===== config.mk =====
export PLATFORM = sky130hd
export DESIGN_NAME = hetic_irq_taker_flat
export DESIGN_NICKNAME = d
export VERILOG_FILES = /design/src/rtl/hetic_pkg.sv /design/src/rtl/hetic_irq_taker_if.sv /design/src/rtl/irq_level_stack.sv /design/src/rtl/hetic_irq_taker.sv /design/src/flat_wrapper.sv
export SDC_FILE = /design/constraint.sdc
export NUM_CORES = 1
export LEC_CHECK = 0
export ABC_CLOCK_PERIOD_IN_PS = 8800
export BUFFER_PORTS_ARGS = -buffer_cell sky130_fd_sc_hd__buf_4
export CAP_MARGIN = 10
export CORE_MARGIN = 1.5
export CORE_UTILIZATION = 40
export DETAILED_ROUTE_END_ITERATION = 12
export SYNTH_ARGS = -nofsm -noshare
export SYNTH_HDL_FRONTEND = slang
export SYNTH_SLANG_ARGS = --single-unit
export TNS_END_PERCENT = 1

===== constraint.sdc =====
create_clock -name clk_i -period 8.8 [get_ports clk_i]
set_clock_uncertainty 0.2 [all_clocks]
set_input_delay 0.44 -clock clk_i [delete_from_list [all_inputs] [get_ports clk_i]]
set_output_delay 0.44 -clock clk_i [all_outputs]
set_load 0.02 [all_outputs]

===== src/rtl/hetic_pkg.sv =====
// Shared types and widths for the HETIC core-side interrupt taker.
package hetic_pkg;

  localparam int unsigned NrIrqLines = 64;
  localparam int unsigned NrIrqPrios = 32;
  localparam int unsigned StackDepth = 4;
  localparam int unsigned IrqWidth   = $clog2(NrIrqLines);
  localparam int unsigned PrioWidth  = $clog2(NrIrqPrios);
  localparam int unsigned DepthWidth = $clog2(StackDepth + 1);
  localparam int unsigned IdxWidth   = $clog2(StackDepth);

  typedef enum logic [1:0] {
    StIdle = 2'd0,
    StPend = 2'd1,
    StAck  = 2'd2
  } taker_state_e;

  typedef struct packed {
    logic                 nest;
    logic [PrioWidth-1:0] level;
  } irq_ctx_t;

  // Request snapshot held while a take is offered to the core.
  typedef struct packed {
    logic [IrqWidth-1:0]  id;
    logic [PrioWidth-1:0] level;
    logic                 heti;
    logic                 nest;
  } irq_latch_t;

endpackage


===== src/rtl/hetic_irq_taker_if.sv =====
// Controller <-> taker handshake: arbitrated request in, claim pulse out.
interface hetic_irq_taker_if;
  import hetic_pkg::*;

  logic                 valid;
  logic [IrqWidth-1:0]  id;
  logic [PrioWidth-1:0] level;
  logic                 heti;
  logic                 nest;
  logic                 ack;
  logic [IrqWidth-1:0]  ack_id;

  modport master (
    output valid, id, level, heti, nest,
    input  ack, ack_id
  );

  modport slave (
    input  valid, id, level, heti, nest,
    output ack, ack_id
  );

endinterface


===== src/rtl/irq_level_stack.sv =====
// LIFO of nested handler contexts; push+pop together replaces the top entry.
module irq_level_stack
  import hetic_pkg::*;
(
  input  logic                  clk_i,
  input  logic                  rst_ni,
  input  logic                  push_i,
  input  logic                  pop_i,
  input  irq_ctx_t              push_entry_i,
  output irq_ctx_t              top_o,
  output logic [DepthWidth-1:0] depth_o,
  output logic                  full_o,
  output logic                  empty_o,
  output logic                  underflow_o
);

  irq_ctx_t [StackDepth-1:0] mem_q, mem_d;
  logic [DepthWidth-1:0]     depth_q, depth_d;
  logic [IdxWidth-1:0]       top_idx, wr_idx;

  assign empty_o     = (depth_q == '0);
  assign full_o      = (depth_q == DepthWidth'(StackDepth));
  assign top_idx     = IdxWidth'(depth_q - DepthWidth'(1));
  assign wr_idx      = IdxWidth'(depth_q);
  assign top_o       = empty_o ? '0 : mem_q[top_idx];
  assign depth_o     = depth_q;
  assign underflow_o = pop_i & empty_o;

  always_comb begin
    mem_d   = mem_q;
    depth_d = depth_q;
    if (push_i && pop_i && !empty_o) begin
      mem_d[top_idx] = push_entry_i;
    end else if (push_i && !full_o) begin
      mem_d[wr_idx] = push_entry_i;
      depth_d       = depth_q + DepthWidth'(1);
    end else if (pop_i && !empty_o) begin
      depth_d = depth_q - DepthWidth'(1);
    end
  end

  always_ff @(posedge clk_i or negedge rst_ni) begin
    if (!rst_ni) begin
      mem_q   <= '0;
      depth_q <= '0;
    end else begin
      mem_q   <= mem_d;
      depth_q <= depth_d;
    end
  end

endmodule


===== src/rtl/hetic_irq_taker.sv =====
// Core-side end of the HETIC handshake: decides preemption, offers the take
// to the core, acks the controller and tracks nested handler levels.
module hetic_irq_taker
  import hetic_pkg::*;
(
  input  logic                  clk_i,
  input  logic                  rst_ni,
  hetic_irq_taker_if.slave      irq_bus,
  input  logic                  mie_i,
  output logic                  take_req_o,
  output logic [IrqWidth-1:0]   take_id_o,
  output logic                  take_heti_o,
  input  logic                  take_ready_i,
  input  logic                  mret_i,
  output logic [PrioWidth-1:0]  cur_level_o,
  output logic [DepthWidth-1:0] depth_o,
  output logic                  underflow_o
);

  taker_state_e state_q, state_d;
  irq_latch_t   lat_q, lat_d;
  logic         underflow_q;

  irq_ctx_t top;
  logic     stack_push, stack_full, stack_empty, stack_underflow;
  logic     top_nest, eligible;

  irq_level_stack u_stack (
    .clk_i        (clk_i),
    .rst_ni       (rst_ni),
    .push_i       (stack_push),
    .pop_i        (mret_i),
    .push_entry_i ('{nest: lat_q.nest, level: lat_q.level}),
    .top_o        (top),
    .depth_o      (depth_o),
    .full_o       (stack_full),
    .empty_o      (stack_empty),
    .underflow_o  (stack_underflow)
  );

  assign cur_level_o = stack_empty ? '0 : top.level;
  assign top_nest    = stack_empty ? 1'b1 : top.nest;
  assign eligible    = irq_bus.valid & mie_i & (irq_bus.level > cur_level_o) & top_nest
                     & ~stack_full;

  always_comb begin
    state_d    = state_q;
    lat_d      = lat_q;
    stack_push = 1'b0;
    unique case (state_q)
      StIdle: begin
        if (eligible) begin
          lat_d   = '{id: irq_bus.id, level: irq_bus.level, heti: irq_bus.heti,
                      nest: irq_bus.nest};
          state_d = StPend;
        end
      end
      StPend: begin
        // A returning handler reshapes the stack, so re-arbitrate from idle.
        if (mret_i) begin
          state_d = StIdle;
        end else if (take_ready_i) begin
          state_d = StAck;
        end else if (!eligible) begin
          state_d = StIdle;
        end else if (irq_bus.level > lat_q.level) begin
          lat_d = '{id: irq_bus.id, level: irq_bus.level, heti: irq_bus.heti,
                    nest: irq_bus.nest};
        end
      end
      StAck: begin
        stack_push = 1'b1;
        state_d    = StIdle;
      end
      default: state_d = StIdle;
    endcase
  end

  always_ff @(posedge clk_i or negedge rst_ni) begin
    if (!rst_ni) begin
      state_q     <= StIdle;
      lat_q       <= '0;
      underflow_q <= 1'b0;
    end else begin
      state_q     <= state_d;
      lat_q       <= lat_d;
      underflow_q <= underflow_q | stack_underflow;
    end
  end

  assign take_req_o     = (state_q == StPend);
  assign take_id_o      = lat_q.id;
  assign take_heti_o    = lat_q.heti;
  assign irq_bus.ack    = (state_q == StAck);
  assign irq_bus.ack_id = (state_q == StAck) ? lat_q.id : '0;
  assign underflow_o    = underflow_q;

endmodule


===== src/flat_wrapper.sv =====
// flat-port wrapper written by rule: the top's interface ports become plain ports
module hetic_irq_taker_flat import hetic_pkg::*;
  (clk_i, rst_ni, mie_i, take_req_o, take_id_o, take_heti_o, take_ready_i, mret_i, cur_level_o, depth_o, underflow_o, irq_bus_valid, irq_bus_id, irq_bus_level, irq_bus_heti, irq_bus_nest, irq_bus_ack, irq_bus_ack_id);
  hetic_irq_taker_if irq_bus_i ();
  input  logic clk_i;
  input  logic rst_ni;
  input  logic mie_i;
  output logic take_req_o;
  output logic [IrqWidth-1:0] take_id_o;
  output logic take_heti_o;
  input  logic take_ready_i;
  input  logic mret_i;
  output logic [PrioWidth-1:0] cur_level_o;
  output logic [DepthWidth-1:0] depth_o;
  output logic underflow_o;
  input wire logic [$bits(irq_bus_i.valid)-1:0] irq_bus_valid;
  input wire logic [$bits(irq_bus_i.id)-1:0] irq_bus_id;
  input wire logic [$bits(irq_bus_i.level)-1:0] irq_bus_level;
  input wire logic [$bits(irq_bus_i.heti)-1:0] irq_bus_heti;
  input wire logic [$bits(irq_bus_i.nest)-1:0] irq_bus_nest;
  output wire logic [$bits(irq_bus_i.ack)-1:0] irq_bus_ack;
  output wire logic [$bits(irq_bus_i.ack_id)-1:0] irq_bus_ack_id;
  assign irq_bus_i.valid = irq_bus_valid;
  assign irq_bus_i.id = irq_bus_id;
  assign irq_bus_i.level = irq_bus_level;
  assign irq_bus_i.heti = irq_bus_heti;
  assign irq_bus_i.nest = irq_bus_nest;
  assign irq_bus_ack = irq_bus_i.ack;
  assign irq_bus_ack_id = irq_bus_i.ack_id;
  hetic_irq_taker u_core (.clk_i(clk_i), .rst_ni(rst_ni), .irq_bus(irq_bus_i), .mie_i(mie_i), .take_req_o(take_req_o), .take_id_o(take_id_o), .take_heti_o(take_heti_o), .take_ready_i(take_ready_i), .mret_i(mret_i), .cur_level_o(cur_level_o), .depth_o(depth_o), .underflow_o(underflow_o));
endmodule

Word level (Yosys, flattened, before mapping)
Index checks and enable logic that the tools add are counted.
{"block": "classes", "mux": 27, "order_cmp": 6, "n_reduce_logical": 16, "n_bitwise": 8, "eq_ne": 9, "n_addsub": 2}
{"operator": "13-bit 2-to-1 mux", "n": 5}
{"operator": "24-bit bitwise mux", "n": 2}
{"operator": "24-bit 2-to-1 mux", "n": 2}
{"operator": "13-bit one-hot mux with 2 select lines", "n": 1}
{"operator": "6-bit demux with 2-bit select", "n": 2}
{"operator": "6-bit 2-to-1 mux", "n": 4}
{"operator": "6-bit binary-select mux with 2-bit select", "n": 1}
{"operator": "5-bit greater-than comparator", "n": 2}
{"operator": "2-bit 2-to-1 mux", "n": 4}
{"operator": "1-bit logical AND", "n": 6}
{"operator": "2-bit by 3-bit less-than comparator with 1-bit output (second input constant)", "n": 2}
{"operator": "3-bit 2-to-1 mux", "n": 2}
{"operator": "2-bit by 1-bit != test with 1-bit output (second input constant)", "n": 3}
{"operator": "6-bit AND reduction", "n": 1}
{"operator": "2-bit nonzero test", "n": 3}
{"operator": "1-bit bitwise AND", "n": 5}
{"operator": "5-bit 2-to-1 mux", "n": 1}
{"operator": "2-bit by 1-bit greater-or-equal comparator with 1-bit output (second input constant)", "n": 2}
{"operator": "2-bit != test (second input constant)", "n": 2}
{"operator": "4-bit != test (second input constant)", "n": 1}
{"operator": "2-bit one-hot mux with 2 select lines", "n": 1}
{"operator": "2-bit AND reduction", "n": 2}
{"operator": "3-bit by 1-bit adder with 3-bit output (second input constant)", "n": 1}
{"operator": "3-bit == test (second input constant)", "n": 1}
{"operator": "other kinds (9)", "n": 12}
{"block": "totals", "out_inout_bits": 24, "input_bits": 19, "regBits": 43, "elab_cells": 83}

Depth between registers and ports, before layout
{"block": "depth", "word_depth": 12, "ltp_mapped": 15, "ltp_nobuf": 12}

Hierarchy
From an unflattened synthesis, not the netlist that was laid out.
{"block": "unflattened", "hier_cells": 205, "area_unflattened_um2": 2526.2}
{"mod": "irq_level_stack", "area_per_inst_um2": 1481.4, "cells_per_inst": 113, "instances": 1, "seq_area_each_um2": 675.6}
{"mod": "hetic_irq_taker", "area_per_inst_um2": 1044.8, "cells_per_inst": 92, "instances": 1, "seq_area_each_um2": 400.4}

Worst setup path before layout
No wires, ideal clock.
{"block": "synth_timing", "path_type": "register to register", "from": "reg u_core.u_stack.depth_q[0] (netlist: u_core.u_stack.depth_o[0])", "to": "reg u_core.lat_q[0] (netlist name)", "path_stages_with_launch": 15, "arrival_ns": 3.675, "synth_period_minus_slack_ns": 4.000, "setup_slack_ns": 4.800, "cell_sequence": "dfrtp_1 -> clkbuf_1 -> inv_1 -> ha_1 -> buf_2 -> mux2_2 -> o21ai_0 -> or2_2 -> ha_1 -> and4_1 -> a221oi_1 -> o211ai_2 -> a21oi_4 -> buf_12 -> mux2_4"}
{"block": "synth_via", "elab_chain_cells": 10, "elab_cells_between_ends": 15, "cone_classes": "add/sub: 1; order compare: 1; eq/ne: 3; mux: 4; bitwise: 4; reduce/logical: 2"}
{"element": "start, declared", "line": "irq_level_stack.sv:18", "rtl": "logic [DepthWidth-1:0] depth_q, depth_d;"}
{"element": "start signal, assigned", "line": "irq_level_stack.sv:48", "rtl": "depth_q <= depth_d;"}
{"element": "3-bit by 1-bit subtractor with 3-bit output *"}
{"element": "named net u_core.u_stack.top_idx[0]", "line": "irq_level_stack.sv:19", "rtl": "logic [IdxWidth-1:0] top_idx, wr_idx;"}
{"element": "6-bit binary-select mux with 2-bit select *", "line": "irq_level_stack.sv:25", "rtl": "assign top_o = empty_o ? '0 : mem_q[top_idx];"}
{"element": "6-bit 2-to-1 mux (not written as such) *", "line": "irq_level_stack.sv:25"}
{"element": "5-bit 2-to-1 mux", "line": "hetic_irq_taker.sv:41", "rtl": "assign cur_level_o = stack_empty ? '0 : top.level;"}
{"element": "5-bit greater-than comparator", "line": "hetic_irq_taker.sv:43", "rtl": "assign eligible = irq_bus.valid & mie_i & (irq_bus.level > cur_level_o) & top_nest"}
{"element": "1-bit bitwise AND", "line": "hetic_irq_taker.sv:43"}
{"element": "1-bit bitwise AND *", "line": "hetic_irq_taker.sv:43"}
{"element": "1-bit bitwise AND *", "line": "hetic_irq_taker.sv:44", "rtl": "& ~stack_full;"}
{"element": "2-bit by 1-bit != test with 1-bit output (no line)"}
{"element": "6-bit AND reduction (no line) *"}
{"element": "end signal, assigned", "line": "hetic_irq_taker.sv:86", "rtl": "lat_q <= lat_d;"}
{"element": "end, declared", "line": "hetic_irq_taker.sv:21", "rtl": "irq_latch_t lat_q, lat_d;"}
The timed path passes the listed nets; every way through them passes the cells marked *. The select of a mux whose other input is x is not followed.
A chain may end at the register's enable or synchronous reset.

Worst setup path after layout
{"block": "layout_timing", "from": "reg u_core.u_stack.depth_q[0] (netlist: u_core.u_stack.depth_o[0])", "to": "reg u_core.lat_q (netlist bit u_core.take_id_o[3])"}
The elaborated chain is that of the path after synthesis.

==> flow_results.org <==
** Run status
- The run finished with clean final reports.

** Final layout
- Relative to the synthesized area, the layout overhead comes to 17.8%.
- Of the cells placed in the final design, the portion with a size suffix greater than 1 is 0.394.
- Number of diodes :: 0
- Once layout is complete, the cells apart from fillers number 326.
- After the last flow step, the layout net total stands at about 290.

** Power and ir drop
- VDD sags by at most 136 µV.
- The internal portion of the total power is 0.550 mW.
- Static leakage :: 1.47 nW
- The share of total power dissipated in sequential elements is 0.367.
- Combinational group share of total power :: 0.454
- Of the total power, the share spent switching nets is 0.383.
- The share of total power dissipated in the clock network is 0.179.
- Net switching component of the power :: 0.341 mW
- Dividing total power by cell area gives a power density of 306 nW/µm².
- The design draws just under 0.9 mW.

** Floorplan
- Number of cell rows :: 28
- Measured along the y axis, the die boundary spans 81.6 µm.
- Total core area :: just under 6000 µm²
- Effective utilization at floorplan :: 0.415
- For this design the top-level I/O count stands at 43.
- The floorplan step defined a die boundary enclosing 6670 µm².
- The floorplan step set the die width to 81.6 µm.

** Drt
- Initial DRC count :: 51
- After detailed routing, the wire length on met1 is approximately 2.5 mm.
- Summed over all layers, the routed wires come to 5.09 mm.
- After detailed routing, the number of vias per cell comes to 5.13.
- For this run, design rule violations remaining after detail routing come to 0.
- Antenna-violating nets left :: 0
- Wire segments on met2 add up to 2.36 mm in the final route.
- Routed signal wires occupy layers up through met4.
- In the final routed layout, each cell accounts on average for 15.6 µm.
- Met3 routed wirelength :: 163 µm
- Detailed routing inserted a total of 1671 vias.
- Number of detailed-route iterations in the first pass :: 4

** STA
- Setup violations remaining at the end of the flow were counted as 0.
- Period minus WS final :: between 4 and 5 ns
- In the finished design, the share of the clock period the worst path needs comes to 0.509.
- Derived from the worst setup path, the maximum achievable clock frequency is between 200 and 250 MHz.
- Rel. slew slack :: 0.488
- Setup repair after global routing left no endpoint under its margin.
- The count of pins over their slew limit was 0.
- After routing, the total negative slack on setup checks comes to 0 ns.
- For the pin with the worst max-slew slack, the measured transition is ~0.77 ns.
- The count of final hold-check violations was 0.

** Global route
- The first global-routing pass estimated 8.26 mm of wire.
- Total global routing track utilization :: 0.169
- Entering global routing, the biggest net connects 44 pins.
- Summed over all layers, the global routing overflow is 0.
- Number of antenna violations at the first check in global routing :: 0
- The number of global-route vias before repair came to approximately 1600.

** CTS
- TritonCTS built the clock tree.
- Count of clock tree sinks :: 43
- The tree is rooted in a sky130_fd_sc_hd__clkbuf_8.
- Once the clock tree was built, the resizer swapped 0 gates to a different size.
- Clock-pin slew was measured on the worst setup and hold paths at 0.09 ns.
- The clock tree synthesis step divided the H-tree into 2 levels.
- Clock insertion delay at the later pin of the skew report :: 0.31 ns
- Setup repair bufs after CTS :: 0
- In this run the deepest clock path goes through 2 buffers.
- Buffers inserted during clock tree synthesis total 5.

** Worst hold path
- The worst hold path begins at irq_bus_id[1].
- Classification of the worst-slack hold path :: input pin to flop
- The worst hold path terminates at u_core.take_id_o[1].
- Along the worst hold path, the cell count comes to 2.

** Critical path
- Type of the worst setup path :: flop to flop
- Crit path DAT :: 4.48 ns
- The setup check on the worst reg-to-reg path leaves a slack of 4.32 ns.
- Crit path launch type :: flop
- Reg-to-reg critical path endpoint :: u_core.take_id_o[3]
- For this run, the slowest stage of the critical path takes ~0.70 ns.
- Among cell families on the critical path, the largest total delay comes from compound AO/OA/AOI/OAI gates.
- Cell chain of the critical path :: inv_1 -> ha_1 -> mux2_2 -> o21ai_0 -> or2_2 -> ha_1 -> and4_1 -> a221oi_1 -> o211ai_2 -> a21oi_4 -> mux2_2
- Among all stages on the critical path, the largest delay is contributed by sky130_fd_sc_hd__dfrtp_1.
- STA classifies the critical path endpoint as a flop.
- The number of cells on the worst reg-to-reg path is 11.
- CP max FO :: 15
- Launch point of the critical path :: u_core.u_stack.depth_o[0]
- Data on the critical path is required at its endpoint by approximately 9 ns.
- The critical path crosses 11 cells after its start point.
- Buf+Inv Stages, Crit Path :: 1
- The startpoint identified for the worst register-to-register timing path is u_core.u_stack.depth_o[0].

** Synthesis
- The most common cell in the synthesized netlist is sky130_fd_sc_hd__dfrtp_1.
- By area the synthesized netlist is led by sky130_fd_sc_hd__dfrtp_1 (44%), sky130_fd_sc_hd__mux2_2 (13%), sky130_fd_sc_hd__ha_1 (8.1%).
- Number of distinct library cells after synthesis :: 40
- A synthesized cell averages 11.6 µm².
- The most used flip-flop cell after synthesis is sky130_fd_sc_hd__dfrtp_1.
- The synthesized design contains 0 enable-type register cells.
- The mapped netlist covers 2470 µm².
- The synthesized design contains 43 register bits.
- For this run, the register share of the synthesized area comes to 0.435.
- Sorting the synthesized cells by how often they occur yields sky130_fd_sc_hd__dfrtp_1 (43), sky130_fd_sc_hd__mux2_2 (28), sky130_fd_sc_hd__ha_1 (16), sky130_fd_sc_hd__inv_1 (15), sky130_fd_sc_hd__nand2_1 (13).
- Of all flip-flops after synthesis, the portion carrying an async set or reset was 1.00.
- Synthesis produced a netlist whose cell count is 214.
- Cell type with the largest total area after synthesis :: sky130_fd_sc_hd__dfrtp_1
- Share of Yosys cell area claimed by the top area cell type :: 0.435
- Synthesized net count :: 249
- During synthesis, Yosys emitted a total of 0 warnings.

** Placed design
- Final RePlAce weighted congestion :: 0.782
- During placement, the flow inserted port buffers numbering 42.
- Detailed placement finished with a half-perimeter wire length of 3.65 mm.
- Number of placed instances with taps included :: 317

** Flow run
- The tool flagged a number of max-cap violations equal to 0.
logic make-up (layout without fill, tap and decap cells):
kind of cell,after synthesis,count (layout),synth area share
mux,45,45,0.227
simple gates,44,44,0.0961
flops,43,43,0.435
compound gates,36,36,0.0971
buf+inv,29,66,0.0607
fa+ha+maj,16,16,0.0809
xor+xnor,1,1,0.00354
state kept, by name, indices dropped and copies added (netlist names):
signal	cells
u_core.u_stack.mem_q	24
u_core.lat_q	6
u_core.take_id_o	6
u_core.u_stack.depth_o	3
u_core.state_q	2
u_core.take_heti_o	1
u_core.underflow_o	1
worst max-delay path by stage:
stage / end
floorplan: u_core.lat_q[0]
global placement: u_core.take_id_o[4]
detailed placement: u_core.take_id_o[3]
CTS: u_core.take_id_o[3]
global route: u_core.take_id_o[3]
finish: u_core.take_id_o[3]
metal layers:
metal / GRT usage / vias to the layer above
met5: 0 / -
met4: 0.0492 / 0
met3: 0.0444 / 9
met2: 0.267 / 23
met1: 0.229 / 821
li1: - / 818
area by class of cell:
type                            instances  area, µm²
Clock buffer                            5       68.8
Clock inverter                          3       46.3
Fill cell                             554       3040
Inverter                               15       56.3
Multi-Input combinational cell        142       1250
Sequential cell                        43       1080
Tap cell                               75       93.8
Timing Repair Buffer                   43        325
layout by cell type, fill, tap and decap left out, drive strengths merged, types with 2 or more instances in the layout:
cell type / count
a32oi: 2
and2: 7
mux2: 38
inv: 16
a21oi: 11
nand3: 3
nand2: 13
nor2b: 2
mux2i: 5
ha: 16
o21ai: 12
nand2b: 2
dfrtp: 43
o211ai: 2
a21o: 2
nor2: 3
mux4: 2
or2: 6
clkbuf: 5
buf: 42
and3: 2
or3: 3
what timing repair did:
item / 4_1_cts / 5_1_grt
hold buffers: 1 / 0
endpoints found under the setup margin: 0 / 0
endpoints found under the hold margin: 43 / 0
power by group through the flow:
stage / Combinational [mW] / Sequential [mW] / Clock, mW
floorplan: 0.317 / 0.312 / 0
global placement: 0.402 / 0.329 / 0
detailed placement: 0.406 / 0.331 / 0
CTS: 0.408 / 0.328 / 0.163
global route: 0.444 / 0.340 / 0.171
finish: 0.405 / 0.327 / 0.160
stage by stage:
step | util | hold slack (ns) | setup slack (ns) | instance area [µm²]
2_1_floorplan | - | -0.0556 | 4.80 | 2470
3_3_place_gp | 0.468 | 0.243 | 4.47 | 2790
3_5_place_dp | 0.468 | 0.253 | 4.32 | 2790
4_1_cts | 0.489 | 0.145 | 4.32 | 2910
5_1_grt | 0.489 | 0.141 | 4.07 | 2910
6_report | 0.489 | 0.153 | 4.32 | 2910
worst reg2reg max path: cells and delay by family, from the launching register on:
| kind | cells | cell delay, ns |
|---|---|---|
| AOI/OAI and AO/OA | 4 | 1.06 |
| adders and majority gates | 2 | 1.01 |
| muxes | 2 | 0.67 |
| and+or+nand+nor | 2 | 0.53 |
| DFF | 1 | 0.70 |
| buffers and inverters | 1 | 0.21 |
No activity file was read; power rests on OpenSTA's default activity.
